[config.mk]
export PLATFORM = sky130hd
export DESIGN_NAME = matvec_stream_ctrl
export DESIGN_NICKNAME = d
export VERILOG_FILES = /design/src/rtl/gru_pkg.sv /design/src/rtl/matvec_stream_ctrl_result_serializer.sv /design/src/rtl/matvec_stream_ctrl.sv
export SDC_FILE = /design/constraint.sdc
export NUM_CORES = 1
export LEC_CHECK = 0
export BUFFER_PORTS_ARGS = -buffer_cell sky130_fd_sc_hd__buf_2
export CAP_MARGIN = 10
export CORE_MARGIN = 2
export CORE_UTILIZATION = 53
export DETAILED_ROUTE_END_ITERATION = 8
export PLACE_DENSITY = 0.8
export SLEW_MARGIN = 20
export SYNTH_ARGS = -nofsm -noshare
export SYNTH_HDL_FRONTEND = slang
export SYNTH_HIERARCHICAL = 1
export SYNTH_SLANG_ARGS = --single-unit
[constraint.sdc]
create_clock -name clk -period 2.7 [get_ports clk]
set_input_delay 0.27 -clock clk [delete_from_list [all_inputs] [get_ports clk]]
set_output_delay 0.27 -clock clk [all_outputs]
set_load 0.01 [all_outputs]
[src/rtl/gru_pkg.sv]
// gru_pkg: shared sizes, FSM encoding and element index helper for the matvec stream controller.
package gru_pkg;
  localparam int X = 6;
  localparam int H = 6;
  localparam int DATA_WIDTH = 8;
  localparam int SETTLE_CYCLES = 2;
  typedef enum logic [2:0] {S_IDLE, S_LOAD_W, S_LOAD_X, S_SETTLE, S_DRAIN} state_t;
  function automatic int flat_idx(input int m, input int n);
    return m * X + n;
  endfunction
endpackage

[src/rtl/matvec_stream_ctrl_result_serializer.sv]
// result_serializer: captures the multiplier outputs once and streams them out over valid/ready.
module result_serializer #(
  parameter int H = gru_pkg::H,
  parameter int DATA_WIDTH = gru_pkg::DATA_WIDTH
) (
  input  logic                    clk,
  input  logic                    rst,
  input  logic                    capture,
  input  logic                    drain,
  input  logic [0:H*DATA_WIDTH-1] mul_c,
  input  logic                    m_ready,
  output logic                    m_valid,
  output logic [DATA_WIDTH-1:0]   m_data,
  output logic                    m_last,
  output logic                    done
);
  localparam int IW = H > 1 ? $clog2(H) : 1;
  logic [DATA_WIDTH-1:0] res [H];
  logic [IW-1:0] idx;
  logic hs;
  always_comb begin
    m_valid = drain;
    m_last = drain && idx == IW'(H - 1);
    m_data = drain ? res[idx] : '0;
    hs = drain && m_ready;
  end
  always_ff @(posedge clk) begin
    if (rst) begin
      for (int i = 0; i < H; i++) res[i] <= '0;
      idx <= '0;
      done <= 1'b0;
    end else begin
      if (capture) for (int i = 0; i < H; i++) res[i] <= mul_c[i*DATA_WIDTH +: DATA_WIDTH];
      if (hs) idx <= m_last ? '0 : idx + 1'b1;
      done <= hs && m_last;
    end
  end
endmodule

[src/rtl/matvec_stream_ctrl.sv]
// matvec_stream_ctrl: byte-stream loader and result drainer around the combinational 6x6 matrix-vector multiplier.
module matvec_stream_ctrl import gru_pkg::*; #(
  parameter int X = gru_pkg::X,
  parameter int H = gru_pkg::H,
  parameter int DATA_WIDTH = gru_pkg::DATA_WIDTH,
  parameter int SETTLE_CYCLES = gru_pkg::SETTLE_CYCLES
) (
  input  logic                      clk,
  input  logic                      rst,
  input  logic                      start,
  input  logic                      reload_w,
  input  logic                      s_valid,
  output logic                      s_ready,
  input  logic [DATA_WIDTH-1:0]     s_data,
  output logic [0:X*H*DATA_WIDTH-1] mat_a,
  output logic [0:X*DATA_WIDTH-1]   vec_b,
  input  logic [0:H*DATA_WIDTH-1]   mul_c,
  output logic                      m_valid,
  input  logic                      m_ready,
  output logic [DATA_WIDTH-1:0]     m_data,
  output logic                      m_last,
  output logic                      w_loaded,
  output logic                      busy,
  output logic                      done
);
  localparam int CW = $clog2(X * H);
  localparam int SW = SETTLE_CYCLES > 1 ? $clog2(SETTLE_CYCLES) : 1;
  state_t state, state_nx;
  logic [CW-1:0] cnt;
  logic [SW-1:0] scnt;
  logic s_hs, w_last, x_last, capture, drain;
  always_ff @(posedge clk) state <= rst ? S_IDLE : state_nx;
  always_comb begin
    state_nx = state;
    case (state)
      S_IDLE:   if (start) state_nx = (reload_w || !w_loaded) ? S_LOAD_W : S_LOAD_X;
      S_LOAD_W: if (w_last) state_nx = S_LOAD_X;
      S_LOAD_X: if (x_last) state_nx = S_SETTLE;
      S_SETTLE: if (capture) state_nx = S_DRAIN;
      S_DRAIN:  if (m_ready && m_last) state_nx = S_IDLE;
      default:  state_nx = S_IDLE;
    endcase
  end
  always_comb begin
    s_ready = state == S_LOAD_W || state == S_LOAD_X;
    busy = state != S_IDLE;
    drain = state == S_DRAIN;
    s_hs = s_ready && s_valid;
    w_last = s_hs && state == S_LOAD_W && cnt == CW'(X * H - 1);
    x_last = s_hs && state == S_LOAD_X && cnt == CW'(X - 1);
    capture = state == S_SETTLE && scnt == '0;
  end
  // mat_a/vec_b only change on LOAD handshakes, so the multiplier inputs are frozen through SETTLE/DRAIN
  always_ff @(posedge clk) begin
    if (rst) begin
      mat_a <= '0;
      vec_b <= '0;
      w_loaded <= 1'b0;
      cnt <= '0;
      scnt <= '0;
    end else begin
      if (state == S_IDLE && state_nx == S_LOAD_W) w_loaded <= 1'b0;
      if (w_last) w_loaded <= 1'b1;
      if (s_hs && state == S_LOAD_W) mat_a[int'(cnt)*DATA_WIDTH +: DATA_WIDTH] <= s_data;
      if (s_hs && state == S_LOAD_X) vec_b[int'(cnt)*DATA_WIDTH +: DATA_WIDTH] <= s_data;
      if (s_hs) cnt <= (w_last || x_last) ? '0 : cnt + 1'b1;
      if (x_last) scnt <= SW'(SETTLE_CYCLES - 1);
      else if (state == S_SETTLE && scnt != '0) scnt <= scnt - 1'b1;
    end
  end
  result_serializer #(.H(H), .DATA_WIDTH(DATA_WIDTH)) u_ser (
    .clk(clk), .rst(rst), .capture(capture), .drain(drain), .mul_c(mul_c), .m_ready(m_ready),
    .m_valid(m_valid), .m_data(m_data), .m_last(m_last), .done(done)
  );
endmodule

==> results.json <==
{
  "syn-num-nets": 1662,
  "crit_required_ns": 2.43,
  "cts_inserted_buffers": 42,
  "start_util": 0.536,
  "grt-ovfl-total": 0,
  "rows": 64,
  "final_cells": 2408,
  "ys_async_sr_fraction": 0,
  "core_mm2": 0.0304,
  "insertion_delay_ns": 0.54,
  "routed_wl_um": 48300,
  "syn_area_mm2": 0.0163,
  "p_leak_uw": 0.00950,
  "avgSynthCellArea_um2": 10.2,
  "wl_per_cell_um": 20.0,
  "rsz0062_at_grt": "false",
  "drtAntennaViolNets": 0,
  "placed_cells": 2329,
  "fin_crit_ns": 2.61,
  "final_common_cell": "buf_2",
  "ys_warn_count": 6,
  "gp_congestion": 0.916,
  "crit_path_max_fanout": 11,
  "clk_path_buf_depth": 3,
  "grt_util_all_layers": 0.287,
  "syn2layout_area_growth_pct": 23.3,
  "io_pins": 412,
  "first_global_vias": 12500,
  "min_from": "mul_c[12]",
  "synth-edff-count": 48,
  "grt_max_degree": 128,
  "ctsHoldBuffers": 0,
  "die_h_um": 179,
  "cts.reportedPaths.clkPinSlew_ns": 0.06,
  "power_density_mw_per_mm2": 610,
  "cp-end-kind": "output port",
  "final_cell_mix": "buf_2 (410), dfxtp_1 (353), mux2i_1 (265)",
  "timing.final.crit_share": 0.967,
  "htreeDepth": 2,
  "cts_tree": "built",
  "root_buffer": "clkbuf_16",
  "finalSetupViolCount": 0,
  "hpwl_um": 33900,
  "design_area_mm2": 0.0201,
  "yosysSeqAreaShare": 0.523,
  "grt_first_pass_wirelength_um": 71500,
  "r2r_start": "state[0]$_SDFF_PP0_",
  "crit_arrival_ns": 2.34,
  "worstSetupPathType": "reg2out",
  "max-cap-violations": 0,
  "synth_ff_type": "dfxtp_1",
  "ir_drop_v": 0.000485,
  "cp-startpoint": "state[1]$_SDFF_PP0_",
  "synth_seq_cells": 402,
  "critPathLaunchType": "flop",
  "syn_inst": 1592,
  "die_width_um": 179,
  "vias_per_cell": 5.47,
  "antenna_found_initial": 2,
  "hold_path_class": "in2reg",
  "status": "finished, final reports clean",
  "via_count": 13200,
  "drc": 0,
  "slew_headroom": 0.426,
  "yosysUniqueCellTypes": 56,
  "die_area_mm2": 0.0322,
  "finClkSkew_ns": 0.0259,
  "slew_violations": 0,
  "worstMarginPinSlew_ns": 0.861,
  "drive_gt1_frac": 0.284,
  "first_iter_violations": 943,
  "first_pass_iters": 5,
  "ff2ff_path_depth": 5,
  "holdPathStages": 2,
  "place_area_mm2": 0.0187,
  "hold_viol": 0,
  "clock-sinks": 402,
  "final_nets": 2049,
  "fmax_mhz": 383,
  "numPortBuffers": 411,
  "fin_tns_setup_ns": 0
}
[cells by family after synthesis]
family | count (synthesis) | synth area share
fa+ha+maj | 8 | 0.00614
xor+xnor | 5 | 0.00269
buf+inv | 125 | 0.0347
mux | 265 | 0.163
flops | 402 | 0.523
simple gates | 660 | 0.224
compound gates | 127 | 0.0468
[power by group]
group          switching [µW]  internal, µW  total, µW
Clock                    2350          3320       5660
Sequential               22.2          6070       6100
Combinational             339           149        489
Total                    2710          9540      12200
[registers in the layout, indices dropped and copies added (netlist names), named ones only]
register    count
state           3
u_ser/res      48
vec_b          48
u_ser/done      1
mat_a         288
scnt            1
u_ser/idx       3
cnt             6
w_loaded        1
[synthesized netlist by cell type (32+ instances only)]
| master | instances | area share |
|---|---|---|
| nand2_1 | 75 | 0.017 |
| o31ai_1 | 32 | 0.015 |
| clkbuf_1 | 81 | 0.019 |
| mux2i_1 | 265 | 0.16 |
| edfxtp_1 | 48 | 0.088 |
| dfxtp_1 | 354 | 0.43 |
| nor2_1 | 243 | 0.056 |
| nand3_1 | 39 | 0.012 |
| a21oi_1 | 50 | 0.015 |
| nand2b_1 | 75 | 0.029 |
| and2_1 | 72 | 0.028 |
| nand3b_1 | 57 | 0.026 |
[cell type report]
class / count / area (µm²)
Antenna cell: 1 / 2.50
Clock buffer: 58 / 1200
Clock inverter: 18 / 151
Fill cell: 2468 / 10300
Inverter: 8 / 30.0
Multi-Input combinational cell: 1065 / 7220
Sequential cell: 402 / 8530
Tap cell: 396 / 495
Timing Repair Buffer: 460 / 2460
[worst paths after layout]
check | endpoint | slack [ns]
worst min-delay path | u_ser/res[1][3]$_SDFFCE_PN0P_ | 0.02
worst max register to register | mat_a[236]$_SDFFE_PP0P_ | 0.32
worst min register to register | mat_a[222]$_SDFFE_PP0P_ | 0.45
worst max-delay path | m_data[7] | 0.09
[critical path, cell delays in order, from the launching register on]
cell and delay [ns]:
dfxtp_1 0.32, buf_4 0.18, nor3_1 0.20, buf_4 0.18, or3b_4 0.45, o22a_1 0.24
o21ai_1 0.09, buf_2 0.16
[layer usage]
layer | vias to the layer above | GRT usage | wire length, µm | share of wire
li1 | 6231 | - | - | -
met1 | 6279 | 0.371 | 19800 | 0.41
met2 | 558 | 0.464 | 22400 | 0.46
met3 | 112 | 0.0713 | 4320 | 0.090
met4 | 2 | 0.108 | 1730 | 0.036
met5 | - | 0 | 15 | 0.00031
[metrics by stage]
stage | utilization | hold slack (ns) | setup WS [ns] | total power (µW)
after detailed placement | 0.615 | 0.443 | 0.355 | 6710
after floorplan | - | 0.348 | 0.352 | 6520
final | 0.660 | 0.0203 | 0.0880 | 12200
after global routing | 0.660 | 0.00848 | 0.00675 | 12600
after CTS | 0.660 | 0.00448 | 0.0676 | 12300
after global placement | 0.615 | 0.436 | 0.445 | 6700
[repair_timing]
item | in CTS | in global routing
setup endpoints to repair | 8 | 4
setup buffers | 0 | 2
gates resized for setup | 2 | 0
hold endpoints to repair | 0 | 0
No activity file was read; power rests on OpenSTA's default activity.
